**src/rtl/nested_squares.sv**
```systemverilog
// nested_squares
//   Iterative inverse of the nested-radical square-root engine. From a root y
//   and offsets a and b it computes c = ((y^2 - a)^2 - b)^2, so that
//   y = sqrt(a + sqrt(b + sqrt(c))). The three squarings share one LSB-first
//   shift-add multiplier that retires one multiplier bit per cycle.
//
//   Optional feature macro: NESTED_SQUARES_SAT_EN
//     defined   : a negative difference clamps to 0 (underflow), a difference
//                 >= 2^HALF clamps to 2^HALF-1 (overflow); flags are sticky and
//                 every run takes 3*HALF+2 cycles.
//     undefined : the first bad difference aborts the run with c = 0.
//
// Ports
//   clk          in   clock
//   rst          in   asynchronous active-high reset
//   start        in   request pulse, sampled only while idle
//   y            in   [HALF-1:0] root, captured on the start edge
//   a, b         in   [WIDTH-1:0] offsets, captured on the start edge
//   busy         out  high while a computation is in flight
//   result_valid out  one-cycle pulse; c and flags are valid from this cycle
//   c            out  [WIDTH-1:0] result, held until the next accepted start
//   underflow    out  a difference went negative
//   overflow     out  a difference did not fit in HALF bits

module nested_squares #(
  parameter int WIDTH = 16
) (
  input  logic               clk,
  input  logic               rst,
  input  logic               start,
  input  logic [WIDTH/2-1:0] y,
  input  logic [WIDTH-1:0]   a,
  input  logic [WIDTH-1:0]   b,
  output logic               busy,
  output logic               result_valid,
  output logic [WIDTH-1:0]   c,
  output logic               underflow,
  output logic               overflow
);

  localparam int HALF = WIDTH / 2;
  localparam int CW   = $clog2(HALF) + 1;

  typedef enum logic [1:0] {IDLE, MUL, SUB, DONE} state_t;

  state_t                  state_q, state_d;
  logic [WIDTH-1:0]        a_q, a_d;
  logic [WIDTH-1:0]        b_q, b_d;
  logic [WIDTH-1:0]        mcand_q, mcand_d;
  logic [HALF-1:0]         mplier_q, mplier_d;
  logic [WIDTH-1:0]        prod_q, prod_d;
  logic [CW-1:0]           cnt_q, cnt_d;
  logic [1:0]              pass_q, pass_d;
  logic [WIDTH-1:0]        c_q, c_d;
  logic                    unf_q, unf_d;
  logic                    ovf_q, ovf_d;
  logic                    rv_q, rv_d;

  logic                    mul_last;
  logic [WIDTH-1:0]        prod_next;
  logic [WIDTH-1:0]        sub_sel;
  logic signed [WIDTH:0]   sub_d;
  logic                    d_neg;
  logic                    d_big;
  logic [HALF-1:0]         d_half;

  // Product cannot wrap: both operands are HALF bits wide.
  assign mul_last  = (state_q == MUL) && (cnt_q == CW'(HALF - 1));
  assign prod_next = prod_q + (mplier_q[0] ? mcand_q : '0);

  // One extra bit so a negative difference is visible in the sign.
  assign sub_sel = (pass_q == 2'd0) ? a_q : b_q;
  assign sub_d   = $signed({1'b0, prod_q}) - $signed({1'b0, sub_sel});
  assign d_neg   = sub_d[WIDTH];
  assign d_big   = !d_neg && (|sub_d[WIDTH-1:HALF]);

  // Operand for the next squaring; only meaningful without abort.
  always_comb begin
    d_half = sub_d[HALF-1:0];
    if (d_neg)      d_half = '0;
    else if (d_big) d_half = '1;
  end

  // State register and datapath flops
  always_ff @(posedge clk or posedge rst) begin
    if (rst) begin
      state_q  <= IDLE;
      a_q      <= '0;
      b_q      <= '0;
      mcand_q  <= '0;
      mplier_q <= '0;
      prod_q   <= '0;
      cnt_q    <= '0;
      pass_q   <= '0;
      c_q      <= '0;
      unf_q    <= 1'b0;
      ovf_q    <= 1'b0;
      rv_q     <= 1'b0;
    end else begin
      state_q  <= state_d;
      a_q      <= a_d;
      b_q      <= b_d;
      mcand_q  <= mcand_d;
      mplier_q <= mplier_d;
      prod_q   <= prod_d;
      cnt_q    <= cnt_d;
      pass_q   <= pass_d;
      c_q      <= c_d;
      unf_q    <= unf_d;
      ovf_q    <= ovf_d;
      rv_q     <= rv_d;
    end
  end

  // Next-state logic
  always_comb begin
    state_d = state_q;
    case (state_q)
      IDLE: if (start) state_d = MUL;
      MUL:  if (mul_last) state_d = (pass_q != 2'd2) ? SUB : DONE;
`ifdef NESTED_SQUARES_SAT_EN
      SUB:  state_d = MUL;
`else
      SUB:  state_d = (d_neg || d_big) ? DONE : MUL;
`endif
      DONE: state_d = IDLE;
      default: state_d = IDLE;
    endcase
  end

  // Datapath and registered-output next values
  always_comb begin
    a_d      = a_q;
    b_d      = b_q;
    mcand_d  = mcand_q;
    mplier_d = mplier_q;
    prod_d   = prod_q;
    cnt_d    = cnt_q;
    pass_d   = pass_q;
    c_d      = c_q;
    unf_d    = unf_q;
    ovf_d    = ovf_q;
    case (state_q)
      IDLE: begin
        if (start) begin
          a_d      = a;
          b_d      = b;
          mcand_d  = WIDTH'(y);
          mplier_d = y;
          prod_d   = '0;
          cnt_d    = '0;
          pass_d   = 2'd0;
          c_d      = '0;
          unf_d    = 1'b0;
          ovf_d    = 1'b0;
        end
      end
      MUL: begin
        prod_d   = prod_next;
        mcand_d  = mcand_q << 1;
        mplier_d = mplier_q >> 1;
        cnt_d    = cnt_q + 1'b1;
        if (mul_last && (pass_q == 2'd2)) c_d = prod_next;
      end
      SUB: begin
`ifdef NESTED_SQUARES_SAT_EN
        unf_d = unf_q | d_neg;
        ovf_d = ovf_q | d_big;
`else
        if (d_neg) begin
          unf_d = 1'b1;
          c_d   = '0;
        end else if (d_big) begin
          ovf_d = 1'b1;
          c_d   = '0;
        end
`endif
        mcand_d  = WIDTH'(d_half);
        mplier_d = d_half;
        prod_d   = '0;
        cnt_d    = '0;
        pass_d   = pass_q + 2'd1;
      end
      default: ;
    endcase
    rv_d = (state_d == DONE);
  end

  // Outputs
  always_comb begin
    busy         = (state_q != IDLE);
    result_valid = rv_q;
    c            = c_q;
    underflow    = unf_q;
    overflow     = ovf_q;
  end

endmodule

```
**config.mk**
```make
export PLATFORM = sky130hd
export DESIGN_NAME = nested_squares
export DESIGN_NICKNAME = d
export VERILOG_FILES = /design/src/rtl/nested_squares.sv
export SDC_FILE = /design/constraint.sdc
export NUM_CORES = 1
export LEC_CHECK = 0
export CAP_MARGIN = 5
export CORE_MARGIN = 3
export CORE_UTILIZATION = 52
export CTS_CLUSTER_SIZE = 20
export DETAILED_ROUTE_END_ITERATION = 6
export PLACE_DENSITY = 0.77
export SYNTH_ARGS = -nofsm -noshare
export SYNTH_HDL_FRONTEND = slang
export SYNTH_SLANG_ARGS = --single-unit
```
**constraint.sdc**
```tcl
create_clock -name clk -period 4.57 [get_ports clk]
set_clock_uncertainty 0.2 [all_clocks]
set_input_delay 0.457 -clock clk [delete_from_list [all_inputs] [get_ports clk]]
set_output_delay 0.457 -clock clk [all_outputs]
set_load 0.01 [all_outputs]
```
==> impl_results.md <==
* WL/cell at 17.2 um
* CTS tree: done
* Leak at 3.42 nW
* Crit end category: flip-flop
* Worst-path maximum fanout at 12
* CTS buffer count at 9
* TNS Setup at 0 ns
* Crit path DAT at 4.39 ns
* Area occupied by multi-input gates at 0.00333 mm^2
* Share of layout cells above drive strength 1 at 12.8%
* H-tree levels at 3
* Yosys top cell area share at 41.3%
* Die height at 113 um
* Dpl hpwl at 10100 um
* Vias at 4742
* Vias in the first global route at 4732
* Peak supply drop at 0.000589 V
* First-pass GRT wire length at 23100 um
* IO Port Bufs at 62
* Synth async-reset ratio at 100%
* Total power at 0.00448 W
* Grt total ovfl at 0
* HP Class: flip-flop to flip-flop
* Rows at 38
* Area Overhead vs Synth at 18.8%
* Non-Filler Instances at 804
* Sequential area share after synthesis at 41.3%
* Die Area at 0.0129 mm^2
* GP Congestion at 0.863
* Crit Path Category: flip-flop to flip-flop
* GRT Overall Usage at 22.1%
* Fmax at 231 MHz
* Insertion delay to the later sink of the worst-skew pair at 0.35 ns
* First drt pass iteration count at 5
* Crit start category: flip-flop
* Post-synth EDFFs at 0
* Clock share of power at 19.9%
* DR DRC count at 0
* Max Transition Viols Final at 0
* Worst-Margin Slew at 0.926 ns
* Via density at 5.90
* Most common cell in the netlist: dfrtp_1
* Syn Inst Count at 606
* Clock Path Buffers at 2
* Setup-failing EPs final at 0
* PwrDens at 628 mW/mm^2
* Slew headroom at 38.0%
* Synth cell count leaders: dfrtp_1 (99), nand2_1 (56), o21ai_0 (50)
* CP required at 4.64 ns
* Syn Area/Cell at 9.91 um^2
* Run status: finished clean
* Antenna violations before repair at 0
* # hold bufs at CTS at 0
* Clk root buf: clkbuf_16
* Fin crit share at 94.6%
* Nets at 741
* Initial Util at 54.2%
* Initial DRC Count at 310
* Net Switching at 0.00176 W
* Synth Register Bits at 99
* Antenna-violating nets left at 0
* Die Wd at 113 um
* Number of fill cells at 892
* WL final at 13800 um
* Dpl cells at 788
* Clock slew at reported path FFs at 0.07 ns
* Predominant post-synthesis flop cell: dfrtp_1
* Core area at 0.0111 mm^2
* IO Pins at 63
* Reg power frac at 31.5%
* Inserted Diodes at 0
* Register area at 0.00248 mm^2
* Area leader, netlist: dfrtp_1
* Largest net degree at the start of global routing at 73
* Post-Place Cell Area at 0.00676 mm^2
* Finished Cell Area at 0.00714 mm^2
* Yosys warnings at 0
* Final Critical Period at 4.32 ns
* Area contributors post-synth: dfrtp_1 (41%), mux2_2 (8.6%), ha_1 (7.7%), mux2i_1 (4.2%), o21ai_0 (4.2%)
* Final Hold Viols at 0
* Sw Ratio at 39.4%
* Clock sink total at 99
* Unique masters post-synth at 59
* Max Cap Viol at 0
* Synthesized area at 0.00600 mm^2
* Syn Nets at 688
* P_int at 0.00272 W
* RSZ-0062 raised after global routing: false
* Comb pwr share at 48.6%
[placed cells by master, fill, tap and decap left out, types with 6 or more instances in the layout]
master,netlist,routed
o22ai_1,12,12
and2_1,25,25
clkbuf_16,0,9
xnor2_1,11,11
mux2_2,46,46
dfrtp_1,99,99
o211ai_1,8,8
nand3_1,12,12
nor3_1,11,11
o21ai_0,50,48
nand2_1,56,56
clkdlybuf4s50_1,0,62
xor2_1,8,8
and3_1,13,13
o21a_1,10,10
buf_4,0,8
a21oi_1,29,29
ha_1,37,36
nand2b_1,6,6
inv_1,23,22
a21o_1,15,15
nor2_1,22,22
mux2i_1,25,25
[layer usage]
layer	GRT usage, %	vias up	routed length (um)
li1	-	2297	-
met1	30.3	2276	6090
met2	36.3	150	6690
met3	3.93	19	742
met4	6.09	0	273
met5	0	-	0
[sequential cells by signal, indices dropped and copies added (netlist names)]
signal,cells
underflow,1
state_q,2
c,16
mcand_q,16
mplier_q,8
cnt_q,4
prod_q,16
result_valid,1
pass_q,2
b_q,16
a_q,16
overflow,1
[stage by stage]
| stage | setup WS (ns) | hold slack (ns) | util, % |
|---|---|---|---|
| floorplan | 0.118 | 0.246 | - |
| global placement | 0.261 | 0.263 | 61.0 |
| detailed placement | 0.0671 | 0.268 | 61.0 |
| CTS | 0.0263 | 0.283 | 64.2 |
| global route | 0.0101 | 0.318 | 64.4 |
| finish | 0.245 | 0.293 | 64.4 |
[power by group through the flow]
stage	sequential, W	combinational, W	clock [W]
after floorplan	0.00135	0.00163	0
after global placement	0.00142	0.00208	0
after detailed placement	0.00142	0.00215	0
after CTS	0.00141	0.00216	0.000902
after global routing	0.00145	0.00242	0.000938
final	0.00141	0.00218	0.000891
[kinds of logic (layout without fill, tap and decap cells)]
family / count (synthesis) / count (layout) / share of synthesized area, %
AO/OA/AOI/OAI: 162 / 162 / 17.4
AND/OR/NAND/NOR: 160 / 160 / 13.3
flip-flops: 99 / 99 / 41.3
multiplexers: 73 / 73 / 13.2
buffers and inverters: 54 / 112 / 3.73
adder cells (fa/ha/maj): 39 / 39 / 8.38
XOR/XNOR: 19 / 19 / 2.77
[final timing paths]
kind	startpoint	endpoint	slack [ns]	cells after the start
worst max-delay path	pass_q[0]	c[6]	0.25	16
worst min-delay path	mcand_q[13]	mcand_q[13]	0.29	2
worst max register to register	pass_q[0]	c[6]	0.25	16
worst min register to register	mcand_q[13]	mcand_q[13]	0.29	2
max in group asynchronous	rst	b_q[11]	2.83	3
min in group asynchronous	rst	underflow	0.45	2
[cell type report]
cell class	count	share of cell area, %
Multi-Input combinational cell	453	46.7
Sequential cell	99	34.7
Inverter	24	1.30
Clock buffer	10	3.35
Tap cell	140	2.45
Clock inverter	6	1.56
Timing Repair Buffer	72	9.91
[worst max-delay path, cell delays in order, from the launching register on]
cell	delay, ns
dfrtp_1	0.38
inv_1	0.10
ha_2	0.24
mux2_2	0.17
ha_1	0.15
inv_1	0.05
fa_1	0.40
a21o_1	0.23
a31oi_2	0.24
o21ai_1	0.14
o311ai_1	0.33
o311ai_1	0.15
or4_4	0.59
o31ai_4	0.25
buf_6	0.21
buf_4	0.18
mux2i_1	0.21
[what timing repair did]
action	4_1_cts	5_1_grt
endpoints found under the setup margin	0	18
buffers inserted	0	0
resized for setup	0	7
No activity file was read; power rests on OpenSTA's default activity.
==> RTL change, RTL diff (same flow settings) <==
Re-encode `state_t` (4 states) as Gray code, 2 bits wide.
--- a/src/rtl/nested_squares.sv
+++ b/src/rtl/nested_squares.sv
@@ -41,7 +41,7 @@
   localparam int HALF = WIDTH / 2;
   localparam int CW   = $clog2(HALF) + 1;
 
-  typedef enum logic [1:0] {IDLE, MUL, SUB, DONE} state_t;
+  typedef enum logic [1:0] {IDLE = 2'b00, MUL = 2'b01, SUB = 2'b11, DONE = 2'b10} state_t;
 
   state_t                  state_q, state_d;
   logic [WIDTH-1:0]        a_q, a_d;
Check against the original RTL: no difference found for any inputs over 10 cycles, from zero or initial values and one cycle with rst high; not proved beyond that.
==> RTL change against the original RTL <==
Wire length fell by 1.8%; synthesized area down 3.8%; power is 16% higher; sequential cell count is the same; hold slack worse by 92 ps; worst setup slack worse by 68 ps; critical path depth down 2; final area is 4.4% lower; cell count shrank 4.4%; clock power shrank 30%; critical endpoint is now c[14]$_DFFE_PP0P_; largest power group unchanged; highest routed layer unchanged.
==> RTL change: results (changes against the original RTL) <==
- Worst skew pair latency: 370 ps (+20 ps)
- Status: complete, no violations
- Slowest stage cell, crit path: or4_1
- CP peak stage delay: 560 ps (-30 ps)
- Hold_ws: 200.4 ps (-92.16 ps)
- Met1 Use GR: 29.66% (-0.67 points)
- Largest net degree at the start of global routing: 40 (-45%)
- Avg WL per Cell: 17.62 um (+2.6%)
- Worst Slack Setup Final: 176.9 ps (-68.48 ps)
- Synth Area per Inst: 10.19 um2 (+2.8%)
- Post-Layout Cell Count: 769 (-4.4%)
- Global-route wire length before repair: 22.44 mm (-2.7%)
- Top cells by count, synth: 99 x dfrtp_1, 61 x nor2_1, 51 x a21oi_1
- Drt first-iter violations: 382 (+23%)
- Met3 Use GR: 4.783% (+0.86 points)
- Max rail drop VDD: 0.3727 mV (-37%)
- DP Wirelength: 10.13 mm (+0.28%)
- Place WS: 129.9 ps (+62.76 ps)
- GPL Wtd Cong: 0.8945 (+3.6%)
- Critical path peak fanout: 16 (+4)
- Tightest Hold Check Type: input pin to asynchronous set/reset pin
- FF-to-FF End: c[14]$_DFFE_PP0P_
- Layout cells sized above 1: 14.22% (+1.4 points)
- Placed inst area: 0.006584 mm2 (-2.6%)
- Synth unique cells: 60 (+1.7%)
- CTS root buf: clkbuf_8
- DR WL met3: 828 um (+12%)
- Length in cells of the worst reg-to-reg path: 14 (-2)
- Rel. slew slack: 54.41% (+16 points)
- Worst Path Arrival: 4440 ps (+50 ps)
- Fin nets: 707 (-4.6%)
- Fill cell count: 899 (+0.78%)
- M1 WL: 6.060 mm (-0.53%)
- Worst-path clk slew: 90 ps (+20 ps)
- Leakage: 3.219 nW (-5.9%)
- Post-synthesis sequential area ratio: 42.88% (+1.6 points)
==> RTL change: cell types whose count changed in the layout (fill, tap and decap cells not counted), sizes merged, moves of 10 or more <==
cell,change
a22o,+10
a21oi,+22
inv,-14
nand2,-31
nor2,+39
o21ai,-24
o22ai,-10
and3,-10
==> RTL change: repair_timing <==
| action | in CTS | in global routing |
|---|---|---|
| setup buffers | 0 | 0 |
| endpoints found under the setup margin | 0 | 29 |
| gates resized for setup | 0 | 6 |
==> RTL change: where the power goes <==
group          leakage (nW)  switching [mW]  internal (mW)
Combinational          1.86            1.59           1.43
Clock                 0.103           0.312          0.310
Sequential             1.26           0.285           1.25
Total                  3.22            2.19           2.99
==> RTL change: layout make-up <==
cell class                      instances  area (um2)  area share, %
Clock buffer                           10       127.6          1.871
Inverter                                9       36.28         0.5318
Sequential cell                        99        2477          36.31
Tap cell                              136       170.2          2.494
Clock inverter                          6       88.84          1.302
Timing Repair Buffer                   78       757.0          11.09
Multi-Input combinational cell        431        3166          46.40
==> RTL change: logic make-up (layout without fill, tap and decap cells) <==
family	Yosys count	in the layout	synth area share, %
AOI/OAI and AO/OA	171	171	19.84
buffers and inverters	37	103	2.750
DFF	99	99	42.88
muxes	60	60	11.67
xor gates and xnor gates	15	15	2.274
and+or+nand+nor	149	149	12.54
adders and majority gates	36	36	8.055
==> RTL change: worst reg2reg max path, cell delays in order, from the launching register on <==
cell	delay, ps
dfrtp_1	420
inv_1	100
ha_1	220
buf_6	210
mux2i_1	280
ha_1	300
a21o_1	170
a311o_1	330
or4_1	560
a2111o_1	410
a2111oi_4	210
nand4_2	180
o21bai_4	170
buf_12	180
mux2_2	350
